**src/rtl/char_uart_tx.sv**
```systemverilog
// rtl/char_uart_tx.sv - FIFO-buffered 8N1 UART transmitter for a character stream
//
// Ports:
//   clk         single clock, rising edge
//   rst         synchronous active-high reset
//   char_in     character to enqueue
//   char_valid  char_in holds a character
//   char_ready  FIFO has a free slot (low while rst is high)
//   tx          registered UART line, idles high, LSB first
//   busy        FIFO non-empty or a frame in progress
//   fifo_level  characters currently buffered
//   chars_sent  completed frames, wraps 255 -> 0
module char_uart_tx #(
  parameter int unsigned CLKS_PER_BIT = 16,
  parameter int unsigned FIFO_DEPTH   = 4
) (
  input  logic                          clk,
  input  logic                          rst,
  input  logic [7:0]                    char_in,
  input  logic                          char_valid,
  output logic                          char_ready,
  output logic                          tx,
  output logic                          busy,
  output logic [$clog2(FIFO_DEPTH):0]   fifo_level,
  output logic [7:0]                    chars_sent
);

  localparam int AW = $clog2(FIFO_DEPTH);
  localparam int LW = AW + 1;
  localparam logic [LW-1:0] FULL_LEVEL = LW'(FIFO_DEPTH);
  localparam logic [15:0]   BAUD_LAST  = 16'(CLKS_PER_BIT - 1);

  typedef enum logic [1:0] {IDLE, START, DATA, STOP} state_t;

  state_t          state_q, state_d;
  logic [15:0]     baud_q, baud_d;
  logic [2:0]      bit_q, bit_d;
  logic [7:0]      shift_q, shift_d;
  logic            tx_q, tx_d;
  logic [7:0]      sent_q;
  logic            sent_inc;

  logic [7:0]      mem [FIFO_DEPTH];
  logic [AW-1:0]   wr_ptr_q, rd_ptr_q;
  logic [LW-1:0]   level_q;
  logic            push, pop;
  logic            baud_last;

  // Ready looks only at the registered level, so a pop on this edge does
  // not open a slot until the next cycle.
  assign char_ready = !rst && (level_q != FULL_LEVEL);
  assign push       = char_valid && char_ready;
  assign baud_last  = (baud_q == BAUD_LAST);

  assign tx         = tx_q;
  assign busy       = (state_q != IDLE) || (level_q != '0);
  assign fifo_level = level_q;
  assign chars_sent = sent_q;

  // tx_d is the line value for the cycle after this edge, so tx stays a
  // plain register output with no decode glitches.
  always_comb begin
    state_d  = state_q;
    baud_d   = baud_q;
    bit_d    = bit_q;
    shift_d  = shift_q;
    tx_d     = tx_q;
    pop      = 1'b0;
    sent_inc = 1'b0;
    case (state_q)
      IDLE: begin
        tx_d = 1'b1;
        if (level_q != '0) begin
          pop     = 1'b1;
          shift_d = mem[rd_ptr_q];
          baud_d  = '0;
          bit_d   = '0;
          state_d = START;
          tx_d    = 1'b0;
        end
      end
      START: begin
        if (baud_last) begin
          baud_d  = '0;
          state_d = DATA;
          tx_d    = shift_q[0];
        end else begin
          baud_d = baud_q + 16'd1;
        end
      end
      DATA: begin
        if (baud_last) begin
          baud_d = '0;
          if (bit_q == 3'd7) begin
            state_d = STOP;
            tx_d    = 1'b1;
          end else begin
            shift_d = {1'b0, shift_q[7:1]};
            bit_d   = bit_q + 3'd1;
            tx_d    = shift_q[1];
          end
        end else begin
          baud_d = baud_q + 16'd1;
        end
      end
      STOP: begin
        if (baud_last) begin
          baud_d   = '0;
          sent_inc = 1'b1;
          // Chain straight into the next start bit when data is waiting.
          if (level_q != '0) begin
            pop     = 1'b1;
            shift_d = mem[rd_ptr_q];
            bit_d   = '0;
            state_d = START;
            tx_d    = 1'b0;
          end else begin
            state_d = IDLE;
            tx_d    = 1'b1;
          end
        end else begin
          baud_d = baud_q + 16'd1;
        end
      end
      default: begin
        state_d = IDLE;
        tx_d    = 1'b1;
      end
    endcase
  end

  always_ff @(posedge clk) begin
    if (rst) begin
      state_q  <= IDLE;
      baud_q   <= '0;
      bit_q    <= '0;
      shift_q  <= '0;
      tx_q     <= 1'b1;
      sent_q   <= '0;
      wr_ptr_q <= '0;
      rd_ptr_q <= '0;
      level_q  <= '0;
    end else begin
      state_q <= state_d;
      baud_q  <= baud_d;
      bit_q   <= bit_d;
      shift_q <= shift_d;
      tx_q    <= tx_d;
      if (sent_inc) sent_q <= sent_q + 8'd1;
      if (push) wr_ptr_q <= wr_ptr_q + AW'(1);
      if (pop)  rd_ptr_q <= rd_ptr_q + AW'(1);
      case ({push, pop})
        2'b10:   level_q <= level_q + LW'(1);
        2'b01:   level_q <= level_q - LW'(1);
        default: level_q <= level_q;
      endcase
    end
  end

  // Storage needs no reset; the pointers define what is valid.
  always_ff @(posedge clk) begin
    if (push) mem[wr_ptr_q] <= char_in;
  end

endmodule

```
**config.mk**
```make
export PLATFORM = sky130hd
export DESIGN_NAME = char_uart_tx
export DESIGN_NICKNAME = d
export VERILOG_FILES = /design/src/rtl/char_uart_tx.sv
export SDC_FILE = /design/constraint.sdc
export NUM_CORES = 1
export LEC_CHECK = 0
export ABC_AREA = 0
export CAP_MARGIN = 15
export CORE_UTILIZATION = 60
export CTS_CLUSTER_SIZE = 10
export DETAILED_ROUTE_END_ITERATION = 12
export PLACE_DENSITY = 0.81
export SYNTH_ARGS = -nofsm -noshare
export SYNTH_HDL_FRONTEND = slang
export SYNTH_SLANG_ARGS = --single-unit
```
**constraint.sdc**
```tcl
create_clock -name clk -period 5.1 [get_ports clk]
set_clock_uncertainty 0.05 [all_clocks]
set_input_delay 0.765 -clock clk [delete_from_list [all_inputs] [get_ports clk]]
set_output_delay 0.765 -clock clk [all_outputs]
set_load 0.02 [all_outputs]
```
==> results by group <==
Clocking
  – CTS tree: built
  – Worst-Skew Late Latency: 360 ps
  – Sink Count: 79
  – Post-CTS setup buffer count: 0
  – H-Tree Level Count: 3
  – CTS resizes: 0
  – CTS root buf: clkbuf_8
  – Clock slew at reported path FFs: 80 ps
  – Num CTS Buffers: 9
  – Hold-fix buffers at CTS: 0
  – Clock buffer depth: 2

Logic synthesis
  – Post-synth ARST share: 0%
  – Post-Synth XOR/XNOR Area: 1.81%
  – Syn Area/Cell: 11.2 um2
  – Synth top area cells: edfxtp_1, dfxtp_1, mux4_2
  – Top_reg_cell synth: dfxtp_1
  – Synth area leader: edfxtp_1
  – Largest family of logic cells by synthesized area: simple AND/OR/NAND/NOR gates
  – Mapped Area: 3860 um2
  – Post-Synthesis Cells: 345
  – Warnings from Yosys: 0
  – Post-synth top area share: 24.9%
  – Syn nets: 371
  – Compound-Gate Fraction of Synth Area: 11.8%
  – Post-Synth Simple-Gate Area: 16.8%
  – Post-synth EDFFs: 32
  – Seq/Total Area, Yosys: 49.3%
  – Post-Synth Adder-Cell Area: 5.06%
  – Register bit total from synthesis: 79
  – Netlist cell types: 57
  – Multiplexer share of the synthesized area: 11.0%

Global routing
  – Initial antenna violation count: 0
  – Largest net degree at the start of global routing: 44
  – Gr usage total: 23.4%
  – Number of global-route vias before repair: 2440
  – First-pass GRT wire length: 11600 um
  – Total congestion overflow: 0

Detailed routing
  – DRT iter0 DRCs: 159
  – Avg WL per Cell: 16.1 um
  – Vias after detailed routing: 2674
  – Pre-Repair DR Iteration Count: 4
  – Detail Route Antenna Nets: 0
  – Residual DRC: 0
  – Vias per inst: 6.04
  – DRT Wirelength: 7110 um

Run status
  – Status: finished clean

Timing
  – Final setup fails: 0
  – Worst-margin pin slew: 845 ps
  – Headroom to the max-slew limit: 43.7%
  – Final Hold Fails: 0
  – Setup ws final: 1520 ps
  – Final min period: 3580 ps
  – Peak Freq: 279 MHz
  – Final period util: 70.3%
  – Fin. max-slew vios: 0
  – RSZ-0062 raised after global routing: no
  – Setup_tns: 0 ps

Die
  – Starting Density: 63.7%
  – Core Area: 6060 um2
  – Chip height: 82.2 um
  – Top-level port count: 25
  – Die Span X: 82.2 um
  – FP Rows: 28
  – DIE AREA: 6760 um2

Power and ir drop
  – Pleak: 1.59 nW
  – PwrDens: 479 nW/um2
  – Maximum vdd drop: 371 uV

Final layout
  – Layout Utilization: 70.9%
  – Nets: 389
  – Area Overhead vs Synth: 11.3%
  – Inserted Diodes: 0
  – Share of cells above drive strength 1: 11.1%
  – Finished Layout Cells: 443

Worst setup path
  – Worst R2R End: fifo_level[2]
  – Startpoint Class: flip-flop
  – CP Class: flip-flop to flip-flop
  – Termination of the worst setup path: fifo_level[2]
  – Flop-to-flop setup slack: 1520 ps
  – Crit-path max FO: 21
  – R2r startpoint: baud_q[0]
  – R2R cell count: 11
  – Worst path arrival time: 3820 ps
  – CP Data Required Time: 5340 ps
  – Setup crit end kind: flip-flop
  – Crit path launch: baud_q[0]

Min path
  – Hold path depth: 2
  – Worst Hold Class: flip-flop to flip-flop

Placed design
  – Port Buffers: 24
  – Dpl ws: 1620 ps
  – Placed insts: 427
  – Placer Congestion: 0.882
  – Post-DP HPWL: 4720 um

Run
  – Max-Cap Viols: 0
==> metal layers <==
| metal | track usage, % | up-vias | wire [um] |
|---|---|---|---|
| li1 | - | 1325 | - |
| met1 | 31.3 | 1276 | 3260 |
| met2 | 36.5 | 62 | 3390 |
| met3 | 6.15 | 11 | 326 |
| met4 | 8.42 | 0 | 139 |
| met5 | 0 | - | 0 |
==> registers in the layout, indices dropped and copies added, names as in the netlist, named ones only <==
| name | flops |
|---|---|
| mem | 32 |
| baud_q | 16 |
| chars_sent | 8 |
| shift_q | 8 |
| bit_q | 3 |
| fifo_level | 3 |
| rd_ptr_q | 2 |
| state_q | 2 |
| wr_ptr_q | 2 |
| tx | 1 |
==> cells in the mapped netlist, drive strengths merged, types with 3 or more instances <==
| cell type | count |
|---|---|
| nand3 | 7 |
| nand2 | 16 |
| a31oi | 8 |
| nor2b | 8 |
| or3 | 9 |
| nor3 | 3 |
| and3 | 3 |
| nand2b | 8 |
| a21oi | 17 |
| ha | 14 |
| mux2i | 12 |
| a22o | 6 |
| dfxtp | 47 |
| inv | 15 |
| mux4 | 8 |
| edfxtp | 32 |
| o21ai | 11 |
| and2 | 5 |
| buf | 10 |
| nor2 | 30 |
| nor4 | 6 |
| o31ai | 3 |
| or4 | 4 |
| nand4 | 13 |
| mux2 | 9 |
| xnor2 | 3 |
| xor2 | 5 |
| clkbuf | 8 |
==> worst max-delay path, cell delays in order (launching register included) <==
cell and delay (ps):
dfxtp_1 410, ha_1 220, and3_1 280, nand4_1 670, nor2_1 500, o21a_1 170, ha_1 180, inv_1 70
fa_1 370, xor2_1 160, or3_1 300, a21oi_1 140
==> logic make-up (layout without fill, tap and decap cells) <==
group,count (synthesis),in the layout
multiplexers,29,29
AND/OR/NAND/NOR,116,116
XOR/XNOR,8,8
AO/OA/AOI/OAI,65,65
flip-flops,79,79
adder cells (fa/ha/maj),15,15
buffers and inverters,33,56
==> cell usage in the layout (no fill, tap or decap), types with 6 or more instances in the layout <==
cell,count
nand4_1,13
inv_1,14
o21ai_1,6
mux4_2,8
nand2b_1,8
nor2_1,29
edfxtp_1,32
clkdlybuf4s50_1,24
a22o_1,6
a21oi_1,17
nand2_1,16
or3_1,9
nand3_1,7
nor2b_1,8
a31oi_1,8
mux2i_1,12
dfxtp_1,47
mux2_4,6
ha_1,14
clkbuf_8,9
==> worst min-delay path by stage <==
| stage | start | to | slack [ps] |
|---|---|---|---|
| after floorplan | shift_q[7] | shift_q[7] | 400 |
| after global routing | chars_sent[7] | chars_sent[7] | 460 |
| final | shift_q[7] | shift_q[7] | 430 |
| after CTS | chars_sent[7] | chars_sent[7] | 430 |
| after global placement | chars_sent[7] | chars_sent[7] | 410 |
| after detailed placement | chars_sent[7] | chars_sent[7] | 420 |
==> cell type report <==
type / instances / area [um2]
tap: 75 / 93.8
inverter: 15 / 56.3
clock inverter: 7 / 80.1
sequential: 79 / 1900
clock buffer: 9 / 124
timing repair buffer: 25 / 248
multi-input combinational: 233 / 1790
fill: 449 / 1760
==> stage by stage <==
step / instance area [um2] / hold WS, ps / power, mW
3_5_place_dp: 4090 / 422 / 1.58
5_1_grt: 4300 / 463 / 2.18
6_report: 4300 / 434 / 2.06
2_1_floorplan: 3860 / 401 / 1.41
4_1_cts: 4300 / 434 / 2.07
3_3_place_gp: 4090 / 414 / 1.56
==> power breakdown <==
part | total (mW) | internal (mW) | switching, mW
Clock | 0.479 | 0.233 | 0.246
Sequential | 0.789 | 0.725 | 0.0638
Combinational | 0.788 | 0.347 | 0.441
No activity file was read; power rests on OpenSTA's default activity.
